`config.mk`:
```
export PLATFORM = sky130hd
export DESIGN_NAME = fdc_seek_read_flat
export DESIGN_NICKNAME = d
export VERILOG_FILES = /design/src/rtl/fdc_seek_read_if.sv /design/src/rtl/fdc_seek_read.sv /design/src/flat_wrapper.sv
export SDC_FILE = /design/constraint.sdc
export NUM_CORES = 1
export LEC_CHECK = 0
export ABC_CLOCK_PERIOD_IN_PS = 3600
export BUFFER_PORTS_ARGS = -buffer_cell sky130_fd_sc_hd__buf_4
export CAP_MARGIN = 15
export CORE_ASPECT_RATIO = 1.5
export CORE_MARGIN = 3
export CORE_UTILIZATION = 58
export CTS_CLUSTER_DIAMETER = 100
export DETAILED_ROUTE_END_ITERATION = 10
export PLACE_DENSITY_LB_ADDON = 0.15
export SLEW_MARGIN = 0
export SYNTH_ARGS = -nofsm -noshare
export SYNTH_HDL_FRONTEND = slang
export SYNTH_SLANG_ARGS = --single-unit
```
`constraint.sdc`:
```
create_clock -name clk -period 3.6 [get_ports clk]
set_clock_uncertainty 0.1 [all_clocks]
set_input_delay 0.18 -clock clk [delete_from_list [all_inputs] [get_ports clk]]
set_output_delay 0.18 -clock clk [all_outputs]
set_load 0.05 [all_outputs]
```
`src/rtl/fdc_seek_read_if.sv`:
```
// Command-side and drive-side signals of the seek/read sequencer.
// master = sequencer (drives the floppy), slave = command logic plus drive model.
interface fdc_seek_read_if;
  logic        cmd_start;
  logic [6:0]  cmd_track;
  logic [3:0]  cmd_sector;
  logic [10:0] sector_len;
  logic        dclk_en;
  logic [6:0]  track;
  logic [3:0]  sector;
  logic        sector_hdr;
  logic        sector_data;
  logic        ready;
  logic        index;
  logic        select;
  logic        motor_on;
  logic        step_in;
  logic        step_out;
  logic        busy;
  logic        byte_valid;
  logic [10:0] byte_idx;
  logic        done;
  logic [1:0]  err;

  modport master (
    input  cmd_start, cmd_track, cmd_sector, sector_len,
    input  dclk_en, track, sector, sector_hdr, sector_data, ready, index,
    output select, motor_on, step_in, step_out, busy,
    output byte_valid, byte_idx, done, err
  );

  modport slave (
    output cmd_start, cmd_track, cmd_sector, sector_len,
    output dclk_en, track, sector, sector_hdr, sector_data, ready, index,
    input  select, motor_on, step_in, step_out, busy,
    input  byte_valid, byte_idx, done, err
  );
endinterface

```
`src/rtl/fdc_seek_read.sv`:
```
// Floppy seek/read sequencer: steps the head to the target track, waits for ready,
// finds the sector header and strobes out each data byte. All outputs are registered.
module fdc_seek_read #(
  parameter int SYS_CLK            = 8000000,
  parameter int STEP_PULSE_CLKS    = 32,
  parameter int STEP_RATE_CLKS     = 48000,
  parameter int TRACKS             = 85,
  parameter int SEARCH_REVS        = 5,
  parameter int MOTOR_IDLE_REVS    = 9,
  parameter int READY_TIMEOUT_CLKS = 8000000
) (
  input  logic           clk,
  input  logic           reset,
  fdc_seek_read_if.master bus
);

  if (SYS_CLK <= 0 || STEP_RATE_CLKS < STEP_PULSE_CLKS + 2 || STEP_PULSE_CLKS < 1 ||
      READY_TIMEOUT_CLKS < 2 || SEARCH_REVS < 1 || MOTOR_IDLE_REVS < 1) begin : g_bad_cfg
    $error("fdc_seek_read: inconsistent timing parameters");
  end

  // The one-cycle SEEK_CHECK sits inside the step period, hence RATE-2.
  localparam logic [15:0] PULSE_LAST = 16'(STEP_PULSE_CLKS - 1);
  localparam logic [15:0] RATE_LAST  = 16'(STEP_RATE_CLKS - 2);
  // FINISH plus the registered done take two cycles, so done lands exactly
  // READY_TIMEOUT_CLKS after WAIT_READY entry.
  localparam logic [23:0] TMO_LAST   = 24'(READY_TIMEOUT_CLKS - 2);
  localparam logic [3:0]  SREV_LAST  = 4'(SEARCH_REVS - 1);
  localparam logic [3:0]  IREV_LAST  = 4'(MOTOR_IDLE_REVS - 1);
  localparam logic [7:0]  TRACK_LIM  = 8'(TRACKS);

  typedef enum logic [2:0] {
    S_IDLE, S_SEEK_CHECK, S_STEP_PULSE, S_STEP_WAIT,
    S_WAIT_READY, S_SEARCH, S_READ, S_FINISH
  } state_t;

  state_t      state, state_n;
  logic [1:0]  err_code, err_n;
  logic [6:0]  tgt_track;
  logic [3:0]  tgt_sector;
  logic [10:0] tgt_len;
  logic        dir_in;
  logic        idx_q;
  logic        data_seen;
  logic [15:0] step_tmr;
  logic [23:0] tmo;
  logic [3:0]  rev_cnt;
  logic [3:0]  idle_rev;
  logic [10:0] byte_cnt;

  logic        select_r, motor_r, step_in_r, step_out_r, busy_r, byte_valid_r, done_r;
  logic [10:0] byte_idx_r;
  logic [1:0]  err_r;

  logic idx_fall, hdr_match, byte_hit, track_bad, last_byte;

  assign idx_fall  = idx_q & ~bus.index;
  assign hdr_match = bus.sector_hdr && (bus.sector == tgt_sector);
  assign byte_hit  = bus.dclk_en && bus.sector_data;
  assign track_bad = {1'b0, bus.cmd_track} >= TRACK_LIM;
  assign last_byte = byte_cnt == (tgt_len - 11'd1);

  always_comb begin
    state_n = state;
    err_n   = err_code;
    case (state)
      S_IDLE:
        if (bus.cmd_start) begin
          if (track_bad) begin
            state_n = S_FINISH;
            err_n   = 2'd3;
          end else begin
            state_n = S_SEEK_CHECK;
          end
        end
      S_SEEK_CHECK: state_n = (bus.track == tgt_track) ? S_WAIT_READY : S_STEP_PULSE;
      S_STEP_PULSE: if (step_tmr >= PULSE_LAST) state_n = S_STEP_WAIT;
      S_STEP_WAIT:  if (step_tmr >= RATE_LAST) state_n = S_SEEK_CHECK;
      S_WAIT_READY:
        if (bus.ready) begin
          state_n = S_SEARCH;
        end else if (tmo >= TMO_LAST) begin
          state_n = S_FINISH;
          err_n   = 2'd2;
        end
      S_SEARCH:
        if (hdr_match) begin
          state_n = S_READ;
        end else if (idx_fall && rev_cnt >= SREV_LAST) begin
          state_n = S_FINISH;
          err_n   = 2'd1;
        end
      S_READ:
        if (byte_hit && last_byte) begin
          state_n = S_FINISH;
          err_n   = 2'd0;
        end else if (data_seen && !bus.sector_data) begin
          state_n = S_FINISH;
          err_n   = 2'd1;
        end
      S_FINISH: state_n = S_IDLE;
      default:  state_n = S_IDLE;
    endcase
  end

  always_ff @(posedge clk) begin
    if (reset) begin
      state        <= S_IDLE;
      err_code     <= 2'd0;
      tgt_track    <= '0;
      tgt_sector   <= '0;
      tgt_len      <= '0;
      dir_in       <= 1'b0;
      idx_q        <= 1'b0;
      data_seen    <= 1'b0;
      step_tmr     <= '0;
      tmo          <= '0;
      rev_cnt      <= '0;
      idle_rev     <= '0;
      byte_cnt     <= '0;
      select_r     <= 1'b0;
      motor_r      <= 1'b0;
      step_in_r    <= 1'b0;
      step_out_r   <= 1'b0;
      busy_r       <= 1'b0;
      byte_valid_r <= 1'b0;
      byte_idx_r   <= '0;
      done_r       <= 1'b0;
      err_r        <= 2'd0;
    end else begin
      state        <= state_n;
      err_code     <= err_n;
      idx_q        <= bus.index;
      done_r       <= 1'b0;
      byte_valid_r <= 1'b0;
      // Step lines trail the state by one cycle, so they never rise with select.
      step_in_r    <= (state == S_STEP_PULSE) && dir_in;
      step_out_r   <= (state == S_STEP_PULSE) && !dir_in;
      case (state)
        S_IDLE:
          if (bus.cmd_start) begin
            tgt_track  <= bus.cmd_track;
            tgt_sector <= bus.cmd_sector;
            tgt_len    <= bus.sector_len;
            select_r   <= 1'b1;
            motor_r    <= 1'b1;
            busy_r     <= 1'b1;
            idle_rev   <= '0;
          end else if (motor_r && idx_fall) begin
            if (idle_rev >= IREV_LAST) begin
              motor_r  <= 1'b0;
              select_r <= 1'b0;
              idle_rev <= '0;
            end else begin
              idle_rev <= idle_rev + 4'd1;
            end
          end
        S_SEEK_CHECK: begin
          dir_in   <= bus.track > tgt_track;
          step_tmr <= '0;
          tmo      <= '0;
        end
        S_STEP_PULSE, S_STEP_WAIT:
          if (step_tmr != '1) step_tmr <= step_tmr + 16'd1;
        S_WAIT_READY: begin
          if (tmo != '1) tmo <= tmo + 24'd1;
          rev_cnt <= '0;
        end
        S_SEARCH: begin
          byte_cnt  <= '0;
          data_seen <= 1'b0;
          if (idx_fall && !hdr_match && rev_cnt != '1) rev_cnt <= rev_cnt + 4'd1;
        end
        S_READ: begin
          if (bus.sector_data) data_seen <= 1'b1;
          if (byte_hit) begin
            byte_valid_r <= 1'b1;
            byte_idx_r   <= byte_cnt;
            if (byte_cnt != '1) byte_cnt <= byte_cnt + 11'd1;
          end
        end
        S_FINISH: begin
          done_r   <= 1'b1;
          err_r    <= err_code;
          busy_r   <= 1'b0;
          idle_rev <= '0;
          if (err_code == 2'd2) begin
            motor_r  <= 1'b0;
            select_r <= 1'b0;
          end
        end
        default: ;
      endcase
    end
  end

  assign bus.select     = select_r;
  assign bus.motor_on   = motor_r;
  assign bus.step_in    = step_in_r;
  assign bus.step_out   = step_out_r;
  assign bus.busy       = busy_r;
  assign bus.byte_valid = byte_valid_r;
  assign bus.byte_idx   = byte_idx_r;
  assign bus.done       = done_r;
  assign bus.err        = err_r;

endmodule

```
`src/flat_wrapper.sv`:
```
// flat-port wrapper written by rule: the top's interface ports become plain ports
module fdc_seek_read_flat 
#(
  parameter int SYS_CLK            = 8000000,
  parameter int STEP_PULSE_CLKS    = 32,
  parameter int STEP_RATE_CLKS     = 48000,
  parameter int TRACKS             = 85,
  parameter int SEARCH_REVS        = 5,
  parameter int MOTOR_IDLE_REVS    = 9,
  parameter int READY_TIMEOUT_CLKS = 8000000
)
  (clk, reset, bus_cmd_start, bus_cmd_track, bus_cmd_sector, bus_sector_len, bus_dclk_en, bus_track, bus_sector, bus_sector_hdr, bus_sector_data, bus_ready, bus_index, bus_select, bus_motor_on, bus_step_in, bus_step_out, bus_busy, bus_byte_valid, bus_byte_idx, bus_done, bus_err);
  fdc_seek_read_if bus_i ();
  input  logic clk;
  input  logic reset;
  input wire logic [$bits(bus_i.cmd_start)-1:0] bus_cmd_start;
  input wire logic [$bits(bus_i.cmd_track)-1:0] bus_cmd_track;
  input wire logic [$bits(bus_i.cmd_sector)-1:0] bus_cmd_sector;
  input wire logic [$bits(bus_i.sector_len)-1:0] bus_sector_len;
  input wire logic [$bits(bus_i.dclk_en)-1:0] bus_dclk_en;
  input wire logic [$bits(bus_i.track)-1:0] bus_track;
  input wire logic [$bits(bus_i.sector)-1:0] bus_sector;
  input wire logic [$bits(bus_i.sector_hdr)-1:0] bus_sector_hdr;
  input wire logic [$bits(bus_i.sector_data)-1:0] bus_sector_data;
  input wire logic [$bits(bus_i.ready)-1:0] bus_ready;
  input wire logic [$bits(bus_i.index)-1:0] bus_index;
  output wire logic [$bits(bus_i.select)-1:0] bus_select;
  output wire logic [$bits(bus_i.motor_on)-1:0] bus_motor_on;
  output wire logic [$bits(bus_i.step_in)-1:0] bus_step_in;
  output wire logic [$bits(bus_i.step_out)-1:0] bus_step_out;
  output wire logic [$bits(bus_i.busy)-1:0] bus_busy;
  output wire logic [$bits(bus_i.byte_valid)-1:0] bus_byte_valid;
  output wire logic [$bits(bus_i.byte_idx)-1:0] bus_byte_idx;
  output wire logic [$bits(bus_i.done)-1:0] bus_done;
  output wire logic [$bits(bus_i.err)-1:0] bus_err;
  assign bus_i.cmd_start = bus_cmd_start;
  assign bus_i.cmd_track = bus_cmd_track;
  assign bus_i.cmd_sector = bus_cmd_sector;
  assign bus_i.sector_len = bus_sector_len;
  assign bus_i.dclk_en = bus_dclk_en;
  assign bus_i.track = bus_track;
  assign bus_i.sector = bus_sector;
  assign bus_i.sector_hdr = bus_sector_hdr;
  assign bus_i.sector_data = bus_sector_data;
  assign bus_i.ready = bus_ready;
  assign bus_i.index = bus_index;
  assign bus_select = bus_i.select;
  assign bus_motor_on = bus_i.motor_on;
  assign bus_step_in = bus_i.step_in;
  assign bus_step_out = bus_i.step_out;
  assign bus_busy = bus_i.busy;
  assign bus_byte_valid = bus_i.byte_valid;
  assign bus_byte_idx = bus_i.byte_idx;
  assign bus_done = bus_i.done;
  assign bus_err = bus_i.err;
  fdc_seek_read #(.SYS_CLK(SYS_CLK), .STEP_PULSE_CLKS(STEP_PULSE_CLKS), .STEP_RATE_CLKS(STEP_RATE_CLKS), .TRACKS(TRACKS), .SEARCH_REVS(SEARCH_REVS), .MOTOR_IDLE_REVS(MOTOR_IDLE_REVS), .READY_TIMEOUT_CLKS(READY_TIMEOUT_CLKS)) u_core (.clk(clk), .reset(reset), .bus(bus_i));
endmodule
```
==> results.py <==
metrics = {
    "die": {
        "core_um2": 8880,
        "start_util_pct": 60.2,
        "io_pins": 61,
        "chipHeight_um": 124,
        "die_area_um2": 10400,
        "rows": 42,
        "die_w_um": 84.4,
    },
    "timing": {
        "finalCritPeriodShare_pct": 84.9,
        "maxSlewViolCount": 0,
        "max_slew_margin_pct": 39.4,
        "setup_viol": 0,
        "fin_setup_tns_ns": 0,
        "fin_crit_ns": 3.06,
        "worst_pin_slew_ns": 0.897,
        "layout_setup_ws_ns": 0.545,
        "hold_viol": 0,
        "timing.fmax_mhz": 327,
        "rsz0062_at_grt": "no",
    },
    "global_route": {
        "grt_usage_pct": 24.7,
        "overflow": 0,
        "grt_pass1_wl_mm": 20.9,
        "grt_pass1_vias": 4680,
        "grt_max_degree": 62,
        "antenna_found_initial": 0,
    },
    "yosys": {
        "synth-simple-area-share_pct": 26.5,
        "synth.distinct_cells": 55,
        "synth_compound_area_share_pct": 13.3,
        "syn_inst": 671,
        "ys_warn_count": 0,
        "ys_async_sr_fraction_pct": 0,
        "syn_nets": 728,
        "synthAdderAreaFrac_pct": 3.75,
        "ys_ff_latch": 108,
        "synth_mux_area_share_pct": 1.12,
        "yosys.area_share.xor_xnor_pct": 10.7,
        "synth_edf_count": 0,
        "avgSynthCellArea_um2": 7.96,
        "synthesis.area_um2": 5340,
        "ys_seq_area_share_pct": 40.5,
        "synth_top_family_by_area": "simple AND/OR/NAND/NOR gates",
        "ys.flop_type": "dfxtp_1",
    },
    "detailed_routing": {
        "wire_per_inst_um": 15.1,
        "routed_wl_mm": 12.7,
        "drtIter0Drc": 218,
        "remaining_drc_errors": 0,
        "routed_via_density": 5.78,
        "antenna_left": 0,
        "first_pass_iters": 4,
        "routed-via-count": 4846,
    },
    "cts": {
        "clk_pin_slew_ns": 0.07,
        "cts_sinks": 108,
        "cts_buffers": 9,
        "clkLatencyLatePin_ns": 0.35,
        "cts_setup_buffers": 0,
        "tritoncts": "done",
        "cts_hold_buf": 16,
        "h-tree-depth": 3,
        "clockBufferDepth": 2,
        "root_buffer": "clkbuf_16",
        "cts_resized": 0,
    },
    "power": {
        "total_power_w": 0.00335,
        "vdd_drop_max_mv": 0.381,
        "power_density_nw_per_um2": 536,
        "power_leakage_nw": 2.35,
    },
    "final_layout": {
        "layout-drive-gt1-share_pct": 11.2,
        "synthToLayoutAreaGrowth_pct": 17.1,
        "final_nets": 782,
        "n_antenna_cell": 0,
    },
    "placed_design": {
        "place_hpwl_mm": 9.20,
        "pre_cts_ws_ns": 0.596,
        "routabilityCongestion": 0.877,
        "portBuffers": 60,
    },
    "setup_path": {
        "start_kind": "flip-flop",
        "critical_path_class": "reg2reg",
        "crit_required_ns": 3.76,
        "crit_fanout": 6,
        "cp.arrival_ns": 3.22,
        "cp-end-kind": "flip-flop",
    },
    "hold_path": {
        "hold_path_class": "in2reg",
    },
    "flow_run": {
        "maxCapViolCount": 0,
    },
    "status": {
        "status": "completed",
    },
}
report_power, final:
part           internal, W  total [W]  switching (W)  leakage [nW]
logic             0.000367   0.000937       0.000570          1.34
registers          0.00130    0.00144       0.000142         0.875
clock network     0.000553   0.000976       0.000423         0.138
total              0.00222    0.00335        0.00113          2.35
cells by family (layout without fill, tap and decap cells):
| kind of cell | after synthesis | count (layout) |
|---|---|---|
| adder cells (fa/ha/maj) | 16 | 16 |
| AO/OA/AOI/OAI | 112 | 112 |
| AND/OR/NAND/NOR | 306 | 306 |
| XOR/XNOR | 65 | 65 |
| flip-flops | 108 | 108 |
| multiplexers | 6 | 6 |
| buffers and inverters | 58 | 116 |
metal layers:
layer | vias to the layer above | track usage [%] | wire length (um)
met1 | 2293 | 26.3 | 5000
met3 | 31 | 5.07 | 409
li1 | 2408 | - | -
met4 | 0 | 10.4 | 347
met2 | 114 | 47.0 | 6940
met5 | - | 0 | 0
path summary, 6_finish.rpt:
kind	from	end	slack, ns	cells after the start
max reg2reg	u_core.tgt_len[0]	u_core.state[2]	0.54	10
max	u_core.tgt_len[0]	u_core.state[2]	0.54	10
min	bus_sector_len[1]	u_core.tgt_len[1]	0.01	3
min reg2reg	u_core.tgt_track[5]	u_core.tgt_track[5]	0.36	2
layout make-up:
class                           count  area (um2)
Tap cell                          110         138
Timing Repair Buffer               77         618
Sequential cell                   108        2160
Multi-Input combinational cell    505        2960
Clock buffer                       11         243
Inverter                           24        90.1
Fill cell                         730        2630
Clock inverter                      4        50.0
cell usage in the layout, fill, tap and decap left out, types with 11 or more instances in the layout:
master / netlist / final
xnor2_1: 29 / 29
ha_1: 16 / 16
buf_4: 1 / 61
xor2_1: 36 / 36
a21oi_1: 52 / 52
nand4_1: 19 / 19
dlygate4sd3_1: 0 / 16
nand2_1: 103 / 103
inv_1: 24 / 24
dfxtp_1: 108 / 108
nor3_1: 16 / 16
nand3_1: 23 / 23
nor2_1: 91 / 91
o21ai_0: 11 / 11
flip-flops by register name, indices dropped and copies added (netlist names), 2 cells and up:
name and count:
u_core.bus.byte_idx 11, u_core.bus.err 2, u_core.byte_cnt 11, u_core.err_code 2, u_core.idle_rev 4, u_core.rev_cnt 4
u_core.state 3, u_core.step_tmr 16, u_core.tgt_len 11, u_core.tgt_sector 4, u_core.tgt_track 7, u_core.tmo 24
cell usage after synthesis, types with 3 or more instances:
master | number | share of area (%)
nand2_1 | 103 | 7.2
xor2_1 | 36 | 5.9
nor2_1 | 91 | 6.4
o211ai_1 | 4 | 0.56
mux2i_1 | 6 | 1.1
nand4_1 | 19 | 2.2
o21ai_0 | 11 | 1.0
and4_1 | 6 | 0.98
o21ai_1 | 3 | 0.28
nand3_1 | 23 | 2.2
or3_1 | 6 | 0.70
nor3_1 | 16 | 1.5
a41oi_1 | 3 | 0.49
and3_1 | 8 | 0.94
a211oi_1 | 3 | 0.42
o21a_1 | 6 | 0.84
clkbuf_1 | 28 | 2.0
nor2b_1 | 4 | 0.47
a31oi_1 | 6 | 0.70
nand2b_1 | 7 | 0.82
xnor2_1 | 29 | 4.8
a21oi_1 | 52 | 4.9
nor4_1 | 9 | 1.1
or2_2 | 3 | 0.35
and2_1 | 3 | 0.35
buf_2 | 3 | 0.28
inv_1 | 24 | 1.7
ha_1 | 16 | 3.7
dfxtp_1 | 108 | 40
stage by stage:
stage          instances  utilization (%)  cell area (um2)  hold slack [ns]
6_report             839             70.4             6260          0.00981
5_1_grt              839             70.4             6260          0.00202
4_1_cts              839             70.4             6260          0.00364
3_5_place_dp         808             65.3             5800            0.343
3_3_place_gp         808             65.3             5800            0.334
2_1_floorplan        671                -             5340            0.216
worst max-delay path, stage by stage, from the launching register on:
cell	delay [ns]
dfxtp_1	0.36
inv_1	0.07
ha_1	0.23
or4b_1	0.61
nor4b_2	0.31
a31oi_1	0.07
a31o_1	0.23
a211o_1	0.33
a211oi_2	0.30
nand3_1	0.11
a211oi_1	0.24
Note: power is estimated with default switching activity, not from simulation.
